[config.mk]
export PLATFORM = sky130hd
export DESIGN_NAME = matrix_scan_pwm
export DESIGN_NICKNAME = d
export VERILOG_FILES = /design/src/rtl/matrix_scan_pwm_pkg.sv /design/src/rtl/matrix_scan_timer.sv /design/src/rtl/matrix_scan_pwm.sv
export SDC_FILE = /design/constraint.sdc
export NUM_CORES = 1
export LEC_CHECK = 0
export ABC_AREA = 1
export CAP_MARGIN = 20
export CELL_PAD_IN_SITES_DETAIL_PLACEMENT = 0
export CELL_PAD_IN_SITES_GLOBAL_PLACEMENT = 2
export CORE_MARGIN = 2
export CORE_UTILIZATION = 36
export DETAILED_ROUTE_END_ITERATION = 8
export PLACE_DENSITY = 0.89
export SYNTH_ARGS = -nofsm -noshare
export SYNTH_HDL_FRONTEND = slang
export SYNTH_SLANG_ARGS = --single-unit
[constraint.sdc]
create_clock -name clk_i -period 4.3 [get_ports clk_i]
set_input_delay 0.86 -clock clk_i [delete_from_list [all_inputs] [get_ports clk_i]]
set_output_delay 0.86 -clock clk_i [all_outputs]
set_load 0.02 [all_outputs]
[src/rtl/matrix_scan_pwm_pkg.sv]
// Shared types, default sizes and counter-width helpers for the PWM matrix scanner.
package matrix_scan_pwm_pkg;

  typedef enum logic [1:0] {IDLE, BLANK, DRIVE} state_e;

  localparam int DEF_ROWS     = 8;
  localparam int DEF_COLS     = 8;
  localparam int DEF_BPP      = 2;
  localparam int DEF_DWELL    = 16;
  localparam int SLOTS        = (1 << DEF_BPP) - 1;
  localparam int FRAME_CYCLES = DEF_ROWS * (1 + SLOTS * DEF_DWELL);

  function automatic int cnt_w(input int n);
    return (n <= 1) ? 1 : $clog2(n);
  endfunction

  function automatic int slots_of(input int bpp);
    return (1 << bpp) - 1;
  endfunction

endpackage

[src/rtl/matrix_scan_timer.sv]
// Dwell/slot/row counters; exposes the values that the next cycle will hold so the
// top can register its outputs on the same edge. No backpressure: advances whenever adv_i.
module matrix_scan_timer
  import matrix_scan_pwm_pkg::*;
#(
  parameter int ROWS    = DEF_ROWS,
  parameter int SLOTS_N = SLOTS,
  parameter int DWELL   = DEF_DWELL
) (
  input  logic                        clk_i,
  input  logic                        rst_n_i,
  input  logic                        clr_i,
  input  logic                        adv_i,
  output logic [cnt_w(SLOTS_N)-1:0]   slot_nxt_o,
  output logic [$clog2(ROWS)-1:0]     row_nxt_o,
  output logic                        row_end_o,
  output logic                        frame_end_nxt_o
);
  localparam int RW = $clog2(ROWS);
  localparam int SW = cnt_w(SLOTS_N);
  localparam int DW = cnt_w(DWELL);

  logic [DW-1:0] r_dwell, w_dwell_nxt;
  logic [SW-1:0] r_slot, w_slot_nxt;
  logic [RW-1:0] r_row, w_row_nxt;
  logic          w_dwell_end;

  assign w_dwell_end = (r_dwell == DW'(DWELL - 1));
  assign row_end_o   = w_dwell_end && (r_slot == SW'(SLOTS_N - 1));

  always_comb begin
    w_dwell_nxt = r_dwell;
    w_slot_nxt  = r_slot;
    w_row_nxt   = r_row;
    if (clr_i) begin
      w_dwell_nxt = '0;
      w_slot_nxt  = '0;
      w_row_nxt   = '0;
    end else if (adv_i) begin
      if (w_dwell_end) begin
        w_dwell_nxt = '0;
        if (row_end_o) begin
          w_slot_nxt = '0;
          w_row_nxt  = (r_row == RW'(ROWS - 1)) ? '0 : r_row + RW'(1);
        end else begin
          w_slot_nxt = r_slot + SW'(1);
        end
      end else begin
        w_dwell_nxt = r_dwell + DW'(1);
      end
    end
  end

  always_ff @(posedge clk_i or negedge rst_n_i) begin
    if (!rst_n_i) begin
      r_dwell <= '0;
      r_slot  <= '0;
      r_row   <= '0;
    end else begin
      r_dwell <= w_dwell_nxt;
      r_slot  <= w_slot_nxt;
      r_row   <= w_row_nxt;
    end
  end

  assign slot_nxt_o      = w_slot_nxt;
  assign row_nxt_o       = w_row_nxt;
  assign frame_end_nxt_o = (w_dwell_nxt == DW'(DWELL - 1)) && (w_slot_nxt == SW'(SLOTS_N - 1)) &&
                           (w_row_nxt == RW'(ROWS - 1));

endmodule

[src/rtl/matrix_scan_pwm.sv]
// Row-scanning grey-scale LED matrix driver with double-buffered frames.
// All outputs registered (1-cycle from state); loads are never stalled, latest pending wins.
module matrix_scan_pwm
  import matrix_scan_pwm_pkg::*;
#(
  parameter int ROWS  = DEF_ROWS,
  parameter int COLS  = DEF_COLS,
  parameter int BPP   = DEF_BPP,
  parameter int DWELL = DEF_DWELL
) (
  input  logic                      clk_i,
  input  logic                      rst_n_i,
  input  logic                      en_i,
  input  logic [ROWS*COLS*BPP-1:0]  frame_i,
  input  logic                      load_i,
  output logic                      load_ack_o,
  output logic [ROWS-1:0]           row_o,
  output logic [COLS-1:0]           col_o,
  output logic [$clog2(ROWS)-1:0]   row_idx_o,
  output logic                      frame_done_o
);
  localparam int N_SLOTS = slots_of(BPP);
  localparam int SW      = cnt_w(N_SLOTS);
  localparam int RW      = $clog2(ROWS);
  localparam int FW      = ROWS * COLS * BPP;
  localparam logic [ROWS-1:0] ROW0 = {{(ROWS-1){1'b0}}, 1'b1};

  state_e          r_state, w_state_nxt;
  logic [FW-1:0]   r_active, r_pending, w_act_nxt;
  logic            r_pend, r_ack, r_done;
  logic [ROWS-1:0] r_row;
  logic [COLS-1:0] r_col, w_col_nxt;
  logic [RW-1:0]   r_row_idx, w_row_nxt;
  logic [SW-1:0]   w_slot_nxt;
  logic            w_clr, w_adv, w_row_end, w_frame_end_nxt, w_ack_nxt;

  assign w_clr = !en_i || (r_state == IDLE);
  assign w_adv = en_i && (r_state == DRIVE);

  matrix_scan_timer #(.ROWS(ROWS), .SLOTS_N(N_SLOTS), .DWELL(DWELL)) u_timer (
    .clk_i           (clk_i),
    .rst_n_i         (rst_n_i),
    .clr_i           (w_clr),
    .adv_i           (w_adv),
    .slot_nxt_o      (w_slot_nxt),
    .row_nxt_o       (w_row_nxt),
    .row_end_o       (w_row_end),
    .frame_end_nxt_o (w_frame_end_nxt)
  );

  always_comb begin
    w_state_nxt = IDLE;
    if (en_i) begin
      case (r_state)
        IDLE:    w_state_nxt = BLANK;
        BLANK:   w_state_nxt = DRIVE;
        DRIVE:   w_state_nxt = w_row_end ? BLANK : DRIVE;
        default: w_state_nxt = IDLE;
      endcase
    end
  end

  // An idle-side promotion can land on the BLANK->DRIVE edge, so compare against the post-promotion buffer.
  assign w_act_nxt = r_ack ? r_pending : r_active;

  always_comb begin
    w_col_nxt = '0;
    for (int c = 0; c < COLS; c++) begin
      w_col_nxt[c] = 32'(w_act_nxt[(int'(w_row_nxt) * COLS + c) * BPP +: BPP]) > 32'(w_slot_nxt);
    end
  end

  // The ack is raised for the frame_done cycle; the buffer swap happens at the end of that cycle.
  assign w_ack_nxt = ((r_state == IDLE) && load_i) ||
                     ((w_state_nxt == DRIVE) && w_frame_end_nxt && (r_pend || load_i));

  always_ff @(posedge clk_i or negedge rst_n_i) begin
    if (!rst_n_i) begin
      r_state   <= IDLE;
      r_row     <= '0;
      r_col     <= '0;
      r_row_idx <= '0;
      r_done    <= 1'b0;
      r_ack     <= 1'b0;
      r_active  <= '0;
      r_pending <= '0;
      r_pend    <= 1'b0;
    end else begin
      r_state   <= w_state_nxt;
      r_row     <= (w_state_nxt == DRIVE) ? (ROW0 << w_row_nxt) : '0;
      r_col     <= (w_state_nxt == DRIVE) ? w_col_nxt : '0;
      r_row_idx <= w_row_nxt;
      r_done    <= (w_state_nxt == DRIVE) && w_frame_end_nxt;
      r_ack     <= w_ack_nxt;
      r_active  <= w_act_nxt;
      if (load_i) begin
        r_pending <= frame_i;
        r_pend    <= 1'b1;
      end else if (r_ack) begin
        r_pend    <= 1'b0;
      end
    end
  end

  assign load_ack_o   = r_ack;
  assign row_o        = r_row;
  assign col_o        = r_col;
  assign row_idx_o    = r_row_idx;
  assign frame_done_o = r_done;

endmodule

==> impl_table.tex, run 1 <==
\begin{tabular}{lr}
\hline
Metric & Value \\
\hline
\multicolumn{2}{l}{\textbf{Status}} \\
\quad Result of the run & complete, no violations \\
\multicolumn{2}{l}{\textbf{Pwr}} \\
\quad Switching power summed over all nets & between 0.002 and 0.0025 W \\
\quad Clock share of power & 0.356 \\
\quad Total chip power & 0.00707 W \\
\quad Sequential group share of total power & 0.460 \\
\quad Reported leakage power & 7.55 nW \\
\quad Power density cells & 453 nW/um2 \\
\quad Part of the total power dissipated in combinational logic & 0.184 \\
\quad Worst IR drop on VDD & 0.279 mV \\
\quad Sw Ratio & 0.287 \\
\quad Internal power & a little over 0.005 W \\
\multicolumn{2}{l}{\textbf{STA}} \\
\quad Final hold slack & between 0.3 and 0.4 ns \\
\quad Worst Clk Skew & around 0.012 ns \\
\quad Number of max-slew violations in the final report & 0 \\
\quad Minimum period implied by the final worst setup slack & 3.12 ns \\
\quad Hold Fails Final Rpt & 0 \\
\quad Max Clk Rate & $\sim$320 MHz \\
\quad Relative slew slack & 0.422 \\
\quad RSZ-0062 raised after global routing & false \\
\quad Actual transition at the worst max-transition pin & roughly 0.87 ns \\
\quad Final TNS setup & 0 ns \\
\quad Final setup violation count & 0 \\
\quad Part of the cycle the worst path needs & 0.725 \\
\multicolumn{2}{l}{\textbf{Detailed routing}} \\
\quad Routed wirelength normalized by instance count & 16.7 um \\
\quad DRC violation total after the first TritonRoute iteration & 762 \\
\quad Via Count & 9,971 \\
\quad Number of remaining DRC errors & 0 \\
\quad Wirelength, routed & 35.2 mm \\
\quad Detail Route Antenna Nets & 0 \\
\quad Post-DR vias/cell & 4.73 \\
\quad Number of iterations in the first detailed-routing pass & 6 \\
\multicolumn{2}{l}{\textbf{Finish}} \\
\quad Register area & 7160 um2 \\
\quad Area taken by multi-input logic gates & 4340 um2 \\
\quad Share of post-route cells with drive strength above 1 & 0.0514 \\
\quad Final cell utilization of the core & 0.450 \\
\quad Syn-to-layout area delta & 22.7\% \\
\quad Count of antenna diodes in the layout & 0 \\
\quad Fill cell total of the finished layout & 3,437 \\
\quad Nets@finish & roughly 1,800 \\
\multicolumn{2}{l}{\textbf{CTS}} \\
\quad Postcts setup bufs & 0 \\
\quad CTS buffer count & 31 \\
\quad Clock Pin Slew Worst Setup and Hold Paths & $\sim$0.060 ns \\
\quad Gates resized, CTS repair & 0 \\
\quad Hold-fix buffers at CTS & 0 \\
\quad Latest clock arrival within the worst-skew pair & 0.55 ns \\
\quad Clock tree from TritonCTS & done \\
\quad Number of buffers between clock root and the deepest sink & 3 \\
\quad Clock sink count & 286 \\
\quad Master cell of the clock root buffer & clkbuf\_16 \\
\quad H-Tree Depth & 1 \\
\multicolumn{2}{l}{\textbf{Yosys}} \\
\quad Share of the yosys chip area belonging to registers & 0.562 \\
\quad Post-Syn Area per Cell & 8.35 um2 \\
\quad Fraction of synthesis flops using an asynchronous set or reset pin & 1.00 \\
\quad Area of the mapped netlist & 12,700 um2 \\
\quad Most area-consuming cells after synthesis & dfrtp\_1 (56\%), nand2\_1 (12\%), o21ai\_0 (7.7\%), inv\_1 (6.4\%), nand4\_1 (3.2\%) \\
\quad Flip-flop cell with the highest count after synthesis & dfrtp\_1 \\
\quad Number of warning messages in the yosys log & 0 \\
\quad Mapped Nets & 1,676 \\
\quad Synth cell types & 29 \\
\quad Area share of the largest cell type after synthesis & 0.562 \\
\quad Number of storage elements in the synthesis netlist & 286 \\
\quad Top cell type by total area after synthesis & dfrtp\_1 \\
\quad Number of instances in the synthesized netlist & around 1,500 \\
\quad Number of enable flip-flop cells after synthesis & 0 \\
\multicolumn{2}{l}{\textbf{Critical path}} \\
\quad Critical-path top delay cell & clkdlybuf4s50\_1 \\
\quad CP Class & primary input to register \\
\quad Required time of the worst setup path & 4.74 ns \\
\quad Maximum fanout encountered on the critical timing path & 36 \\
\quad Kind of cell with the highest combined delay on the critical path & simple AND/OR/NAND/NOR gates \\
\quad Start point of the critical path & en\_i \\
\quad Cell-by-cell trace of the critical path & clkdlybuf4s50\_1, inv\_1, nor2\_8, o21ai\_2, nor2\_8, inv\_4, nand2\_1, nand3\_1, nand2\_1, ha\_1, a211oi\_1 \\
\quad Reg2Reg Launch Point & row\_idx\_o[0] \\
\quad Bufs and invs on worst path & 3 \\
\quad Startpoint class of the critical path & primary input \\
\quad Kind of end point of the critical path & register \\
\quad Signal arrival time at the worst endpoint & 3.56 ns \\
\quad Maximum single-stage delay on the critical path & 0.54 ns \\
\multicolumn{2}{l}{\textbf{Hold path}} \\
\quad Worst min-delay path category & primary input to asynchronous set/reset pin \\
\multicolumn{2}{l}{\textbf{Placement}} \\
\quad HPWL after detailed placement & 24.8 mm \\
\quad Gp weighted congestion & $\sim$0.82 \\
\quad Port Buf Inserts & 152 \\
\multicolumn{2}{l}{\textbf{GRT}} \\
\quad Number of antenna violations at the first check in global routing & 0 \\
\quad Total GRT Usage & 0.195 \\
\quad Pin count of the biggest net entering global routing & $\sim$110 \\
\quad Number of global-route vias before repair & 10,100 \\
\quad First-pass GRT wire length & 55.9 mm \\
\quad Global-route congestion overflow total & 0 \\
\multicolumn{2}{l}{\textbf{Floorplan}} \\
\quad Chip width & 192 um \\
\quad Area enclosed by the die boundary & 36,900 um2 \\
\quad Chip height & a little under 200 um \\
\quad Cell row count & 68 \\
\quad Number of primary I/O pins & 153 \\
\quad Standard cell core area & 34,700 um2 \\
\quad Starting utilization of the core area & 0.367 \\
\multicolumn{2}{l}{\textbf{Run}} \\
\quad Maximum capacitance violations & 0 \\
\hline
\end{tabular}
-- through the flow --
stage	cell area, um2	setup slack [ns]	std cells
final	15600	1.18	2110
after global routing	15600	0.932	2110
after CTS	15600	1.16	2110
after detailed placement	14700	0.624	2057
after global placement	14700	0.731	2057
after floorplan	12700	1.75	1525
-- registers in the layout (all words and copies together) (netlist names) --
register,count
col_o,8
frame_done_o,1
load_ack_o,1
r_active,128
r_pend,1
r_pending,128
r_state,2
row_idx_o,3
row_o,8
u_timer.r_dwell,4
u_timer.r_slot,2
-- area by class of cell --
class | count | share of cell area
flip-flops and latches | 286 | 0.459
multi-input cells | 923 | 0.278
repair buffers | 169 | 0.112
clock buffers | 45 | 0.0569
inverters | 224 | 0.0540
well taps | 455 | 0.0365
clock inverters | 8 | 0.00457
-- cells in the mapped netlist (12+ instances only) --
library cell  count
a21oi_1          73
buf_1            12
inv_1           218
buf_2            27
dfrtp_1         286
nand2_1         423
nand3_1          36
o21ai_0         195
nand4_1          65
clkbuf_1         51
ha_1             19
nor2_1           84
-- power groups by stage --
stage          clock network (W)  logic [W]  registers (W)
6_report                 0.00252    0.00130        0.00325
5_1_grt                  0.00269    0.00149        0.00329
4_1_cts                  0.00258    0.00132        0.00325
3_5_place_dp                   0    0.00131        0.00330
3_3_place_gp                   0    0.00130        0.00329
2_1_floorplan                  0   0.000760        0.00326
-- final timing paths --
kind                            cells after the start             to  slack (ns)
worst max-delay path                               11       col_o[2]        1.18
worst min-delay path                                1  r_pending[49]        0.34
worst max register to register                     15       col_o[1]        1.38
worst min register to register                      2   r_active[73]        0.49
max in group asynchronous                           2  r_pending[66]        2.88
min in group clk_i                                  2   r_active[73]        0.49
-- cell usage in the layout, fill, tap and decap left out, types with 7 or more instances in the layout --
cell / n
o21ai_0: 195
nand3_1: 36
a211oi_1: 8
inv_1: 218
buf_4: 10
clkdlybuf4s50_1: 150
clkbuf_1: 8
nand4_1: 65
a21oi_1: 73
buf_12: 7
clkbuf_16: 31
ha_1: 19
dfrtp_1: 285
nor2_1: 84
nand2_1: 423
-- kinds of logic after synthesis --
family | after synthesis | synth area share
and+or+nand+nor | 624 | 0.210
buffers and inverters | 316 | 0.0969
DFF | 286 | 0.562
AOI/OAI and AO/OA | 279 | 0.112
adders and majority gates | 19 | 0.0187
xor gates and xnor gates | 1 | 0.000688
-- per-layer routing --
metal	global-route usage	share of wire	vias to the layer above
li1	-	-	5019
met1	0.271	0.47	4672
met2	0.323	0.46	232
met3	0.0228	0.040	48
met4	0.0523	0.027	0
met5	0	0	-
No activity file was read; power rests on OpenSTA's default activity.
==> run 2: changes to the inputs <==
--- a/config.mk
+++ b/config.mk
@@ -10,9 +10,9 @@
 export CELL_PAD_IN_SITES_DETAIL_PLACEMENT = 0
 export CELL_PAD_IN_SITES_GLOBAL_PLACEMENT = 2
 export CORE_MARGIN = 2
-export CORE_UTILIZATION = 36
+export CORE_UTILIZATION = 34
 export DETAILED_ROUTE_END_ITERATION = 8
-export PLACE_DENSITY = 0.89
+export PLACE_DENSITY = 0.85
 export SYNTH_ARGS = -nofsm -noshare
 export SYNTH_HDL_FRONTEND = slang
 export SYNTH_SLANG_ARGS = --single-unit
==> constraint.sdc (replaced) <==
create_clock -name clk_i -period 3.2 [get_ports clk_i]
set_input_delay 0.64 -clock clk_i [delete_from_list [all_inputs] [get_ports clk_i]]
set_output_delay 0.64 -clock clk_i [all_outputs]
set_load 0.02 [all_outputs]
==> run 2 against run 1 <==
Sequential share of layout area decreased by 1.4 points. Worst hold slack got worse by 0.27 ns. Non-clock buffer count increased by 27. Final cell count grew 2.1%. First-iteration DRC count shrank 14%. Critical path depth decreased by 9. Count of clock-buffer cells in the layout increased by 2. Critical endpoint is now load_ack_o. Highest routed layer unchanged.
==> impl_table.tex, run 2 (synthesis gave the netlist of run 1 again) <==
\begin{tabular}{lr}
\hline
Metric & Value \\
\hline
\multicolumn{2}{l}{\textbf{STA}} \\
\quad Relative slew slack & 0.526 (was 0.422) \\
\quad Part of the cycle the worst path needs & 0.873 \\
\quad Hold Fails Final Rpt & 0 (unchanged) \\
\quad Final TNS setup & 0 ns (unchanged) \\
\quad Minimum period implied by the final worst setup slack & 2.79 ns \\
\quad Max Clk Rate & 358 MHz \\
\quad Worst Clk Skew & 0.0114 ns (was 0.0118 ns) \\
\quad RSZ-0062 raised after global routing & false (unchanged) \\
\quad Number of max-slew violations in the final report & 0 (unchanged) \\
\quad Actual transition at the worst max-transition pin & 0.710 ns (was 0.867 ns) \\
\quad Final setup violation count & 0 (unchanged) \\
\quad Final hold slack & 0.0763 ns (was 0.344 ns) \\
\multicolumn{2}{l}{\textbf{Pwr}} \\
\quad Worst IR drop on VDD & 0.386 mV (was 0.279 mV) \\
\quad Total chip power & 0.00989 W (was 0.00707 W) \\
\quad Power density cells & 613 nW/um2 (was 453 nW/um2) \\
\quad Reported leakage power & 7.81 nW (was 7.55 nW) \\
\multicolumn{2}{l}{\textbf{CTS}} \\
\quad Clock Pin Slew Worst Setup and Hold Paths & 0.06 ns (about the same) \\
\quad Clock tree from TritonCTS & done (unchanged) \\
\quad Number of buffers between clock root and the deepest sink & 3 (unchanged) \\
\quad Postcts setup bufs & 0 (unchanged) \\
\quad Clock sink count & 286 (unchanged) \\
\quad Gates resized, CTS repair & 0 (unchanged) \\
\quad H-Tree Depth & 1 (unchanged) \\
\quad Latest clock arrival within the worst-skew pair & 0.57 ns (was 0.55 ns) \\
\quad CTS buffer count & 31 (unchanged) \\
\quad Hold-fix buffers at CTS & 0 (unchanged) \\
\quad Master cell of the clock root buffer & clkbuf\_16 (unchanged) \\
\multicolumn{2}{l}{\textbf{Critical path}} \\
\quad Bufs and invs on worst path & 2 (was 3) \\
\quad Required time of the worst setup path & 2.56 ns (was 4.74 ns) \\
\quad Cell-by-cell trace of the critical path & buf\_12, clkdlybuf4s50\_1 (was clkdlybuf4s50\_1, inv\_1, nor2\_8, o21ai\_2, nor2\_8, inv\_4, nand2\_1, nand3\_1, nand2\_1, ha\_1, a211oi\_1) \\
\quad CP Class & register to output port (was primary input to register) \\
\quad Signal arrival time at the worst endpoint & 2.15 ns (was 3.56 ns) \\
\quad Kind of end point of the critical path & output port (was register) \\
\quad Critical-path top delay cell & clkdlybuf4s50\_1 (unchanged) \\
\quad Maximum fanout encountered on the critical timing path & 71 (was 36) \\
\quad Kind of cell with the highest combined delay on the critical path & buffers and inverters (was simple AND/OR/NAND/NOR gates) \\
\quad Startpoint class of the critical path & register (was primary input) \\
\quad Maximum single-stage delay on the critical path & 0.67 ns (was 0.54 ns) \\
\multicolumn{2}{l}{\textbf{Run}} \\
\quad Maximum capacitance violations & 0 (unchanged) \\
\multicolumn{2}{l}{\textbf{Placement}} \\
\quad Area post-placement & 15,000 um2 (was 14,700 um2) \\
\quad Gp weighted congestion & 0.840 (was 0.819) \\
\quad Port Buf Inserts & 152 (unchanged) \\
\quad HPWL after detailed placement & 26.0 mm (was 24.8 mm) \\
\multicolumn{2}{l}{\textbf{GRT}} \\
\quad Most heavily used metal layer in global routing & met2 (unchanged) \\
\quad First-pass GRT wire length & 57.5 mm (was 55.9 mm) \\
\quad Number of global-route vias before repair & 10,100 (about the same) \\
\quad Met3 Use GR & 0.0253 (was 0.0228) \\
\quad Number of antenna violations at the first check in global routing & 0 (unchanged) \\
\quad Pin count of the biggest net entering global routing & 82 (was 105) \\
\quad Total GRT Usage & 0.190 (was 0.195) \\
\quad M1 GR Usage & 0.266 (was 0.271) \\
\quad GR Layer Usage met2 & 0.310 (was 0.323) \\
\quad Global-route congestion overflow total & 0 (unchanged) \\
\multicolumn{2}{l}{\textbf{Finish}} \\
\quad Syn-to-layout area delta & 26.6\% (was 22.7\%) \\
\quad Share of post-route cells with drive strength above 1 & 0.0717 (was 0.0514) \\
\quad Final non-filler cell area & 16,100 um2 (was 15,600 um2) \\
\quad Nets@finish & 1,813 (was 1,786) \\
\quad Registers with the most flip-flops & r\_active x128, r\_pending x128 (unchanged) \\
\quad Count of antenna diodes in the layout & 0 (unchanged) \\
\quad Leading cell types in the layout, fill and taps excluded & nand2\_1 (423), dfrtp\_1 (285), inv\_1 (218), o21ai\_0 (195), clkdlybuf4s50\_1 (150) (unchanged) \\
\quad Most common cell after layout, fill and taps aside & nand2\_1 (unchanged) \\
\quad Final cell utilization of the core & 0.439 (was 0.450) \\
\multicolumn{2}{l}{\textbf{Detailed routing}} \\
\quad Number of remaining DRC errors & 0 (unchanged) \\
\quad DRC violation total after the first TritonRoute iteration & 656 (was 762) \\
\quad Wirelength, routed & 36.3 mm (was 35.2 mm) \\
\quad Post-DR vias/cell & 4.67 (was 4.73) \\
\quad Detail Route Antenna Nets & 0 (unchanged) \\
\quad Routed wirelength normalized by instance count & 16.8 um (was 16.7 um) \\
\quad Via Count & 10,100 (was 9,971) \\
\quad Number of iterations in the first detailed-routing pass & 5 (was 6) \\
\multicolumn{2}{l}{\textbf{Floorplan}} \\
\quad Area enclosed by the die boundary & 39,000 um2 (was 36,900 um2) \\
\quad Starting utilization of the core area & 0.347 (was 0.367) \\
\quad Chip height & 197 um (was 192 um) \\
\quad Standard cell core area & 36,700 um2 (was 34,700 um2) \\
\quad Cell row count & 70 (was 68) \\
\quad Number of primary I/O pins & 153 (unchanged) \\
\quad Chip width & 197 um (was 192 um) \\
\multicolumn{2}{l}{\textbf{Status}} \\
\quad Result of the run & complete, no violations (unchanged) \\
\multicolumn{2}{l}{\textbf{Hold path}} \\
\quad Worst min-delay path category & primary input to asynchronous set/reset pin (unchanged) \\
\hline
\end{tabular}
-- run 2: path summary, 6_finish.rpt --
path	depth (start not counted)	endpoint	slack, ns	start
min in group clk_i	2	r_active[3]	0.50	r_active[3]
max	2	load_ack_o	0.41	load_ack_o
min reg2reg	2	r_active[3]	0.50	r_active[3]
min	1	r_pending[58]	0.08	rst_n_i
max in group asynchronous	2	r_pending[65]	2.29	rst_n_i
max reg2reg	11	col_o[6]	0.52	load_ack_o
-- run 2: power by group --
part,leakage [nW],total (W),switching [W],internal (W)
Clock,0.531,0.00370,0.00148,0.00222
Combinational,3.88,0.00184,0.00119,0.000655
Sequential,3.40,0.00435,0.000165,0.00418
Total,7.81,0.00989,0.00283,0.00706
-- run 2: cell type report --
type                    instances  area [um2]
repair buffers                196        2110
fillers                      3663       20600
multi-input cells             923        4340
inverters                     224         843
clock buffers                  47         956
clock inverters                11         128
flip-flops and latches        286        7160
well taps                     468         586
-- run 2: per-stage QoR --
stage          instances  setup WS [ns]
2_1_floorplan       1525          0.801
3_3_place_gp        2097          0.142
3_5_place_dp        2097         0.0836
4_1_cts             2155          0.332
5_1_grt             2155          0.271
6_report            2155          0.406
-- run 2: layer usage --
metal  part of all wire  routed length (um)
met1               0.47               17000
met2               0.46               16900
met3              0.043                1550
met4              0.025                 908
met5                  0                   0
-- run 2: worst register-to-register path: stages (launching register included) --
cell	delay (ns)
dfrtp_4	0.61
buf_12	0.24
buf_4	0.24
o21ai_0	0.52
nand2_1	0.13
nand2_1	0.08
nand2_1	0.05
nand3_1	0.07
nand2_1	0.06
ha_1	0.29
a21oi_1	0.07
a211oi_1	0.24
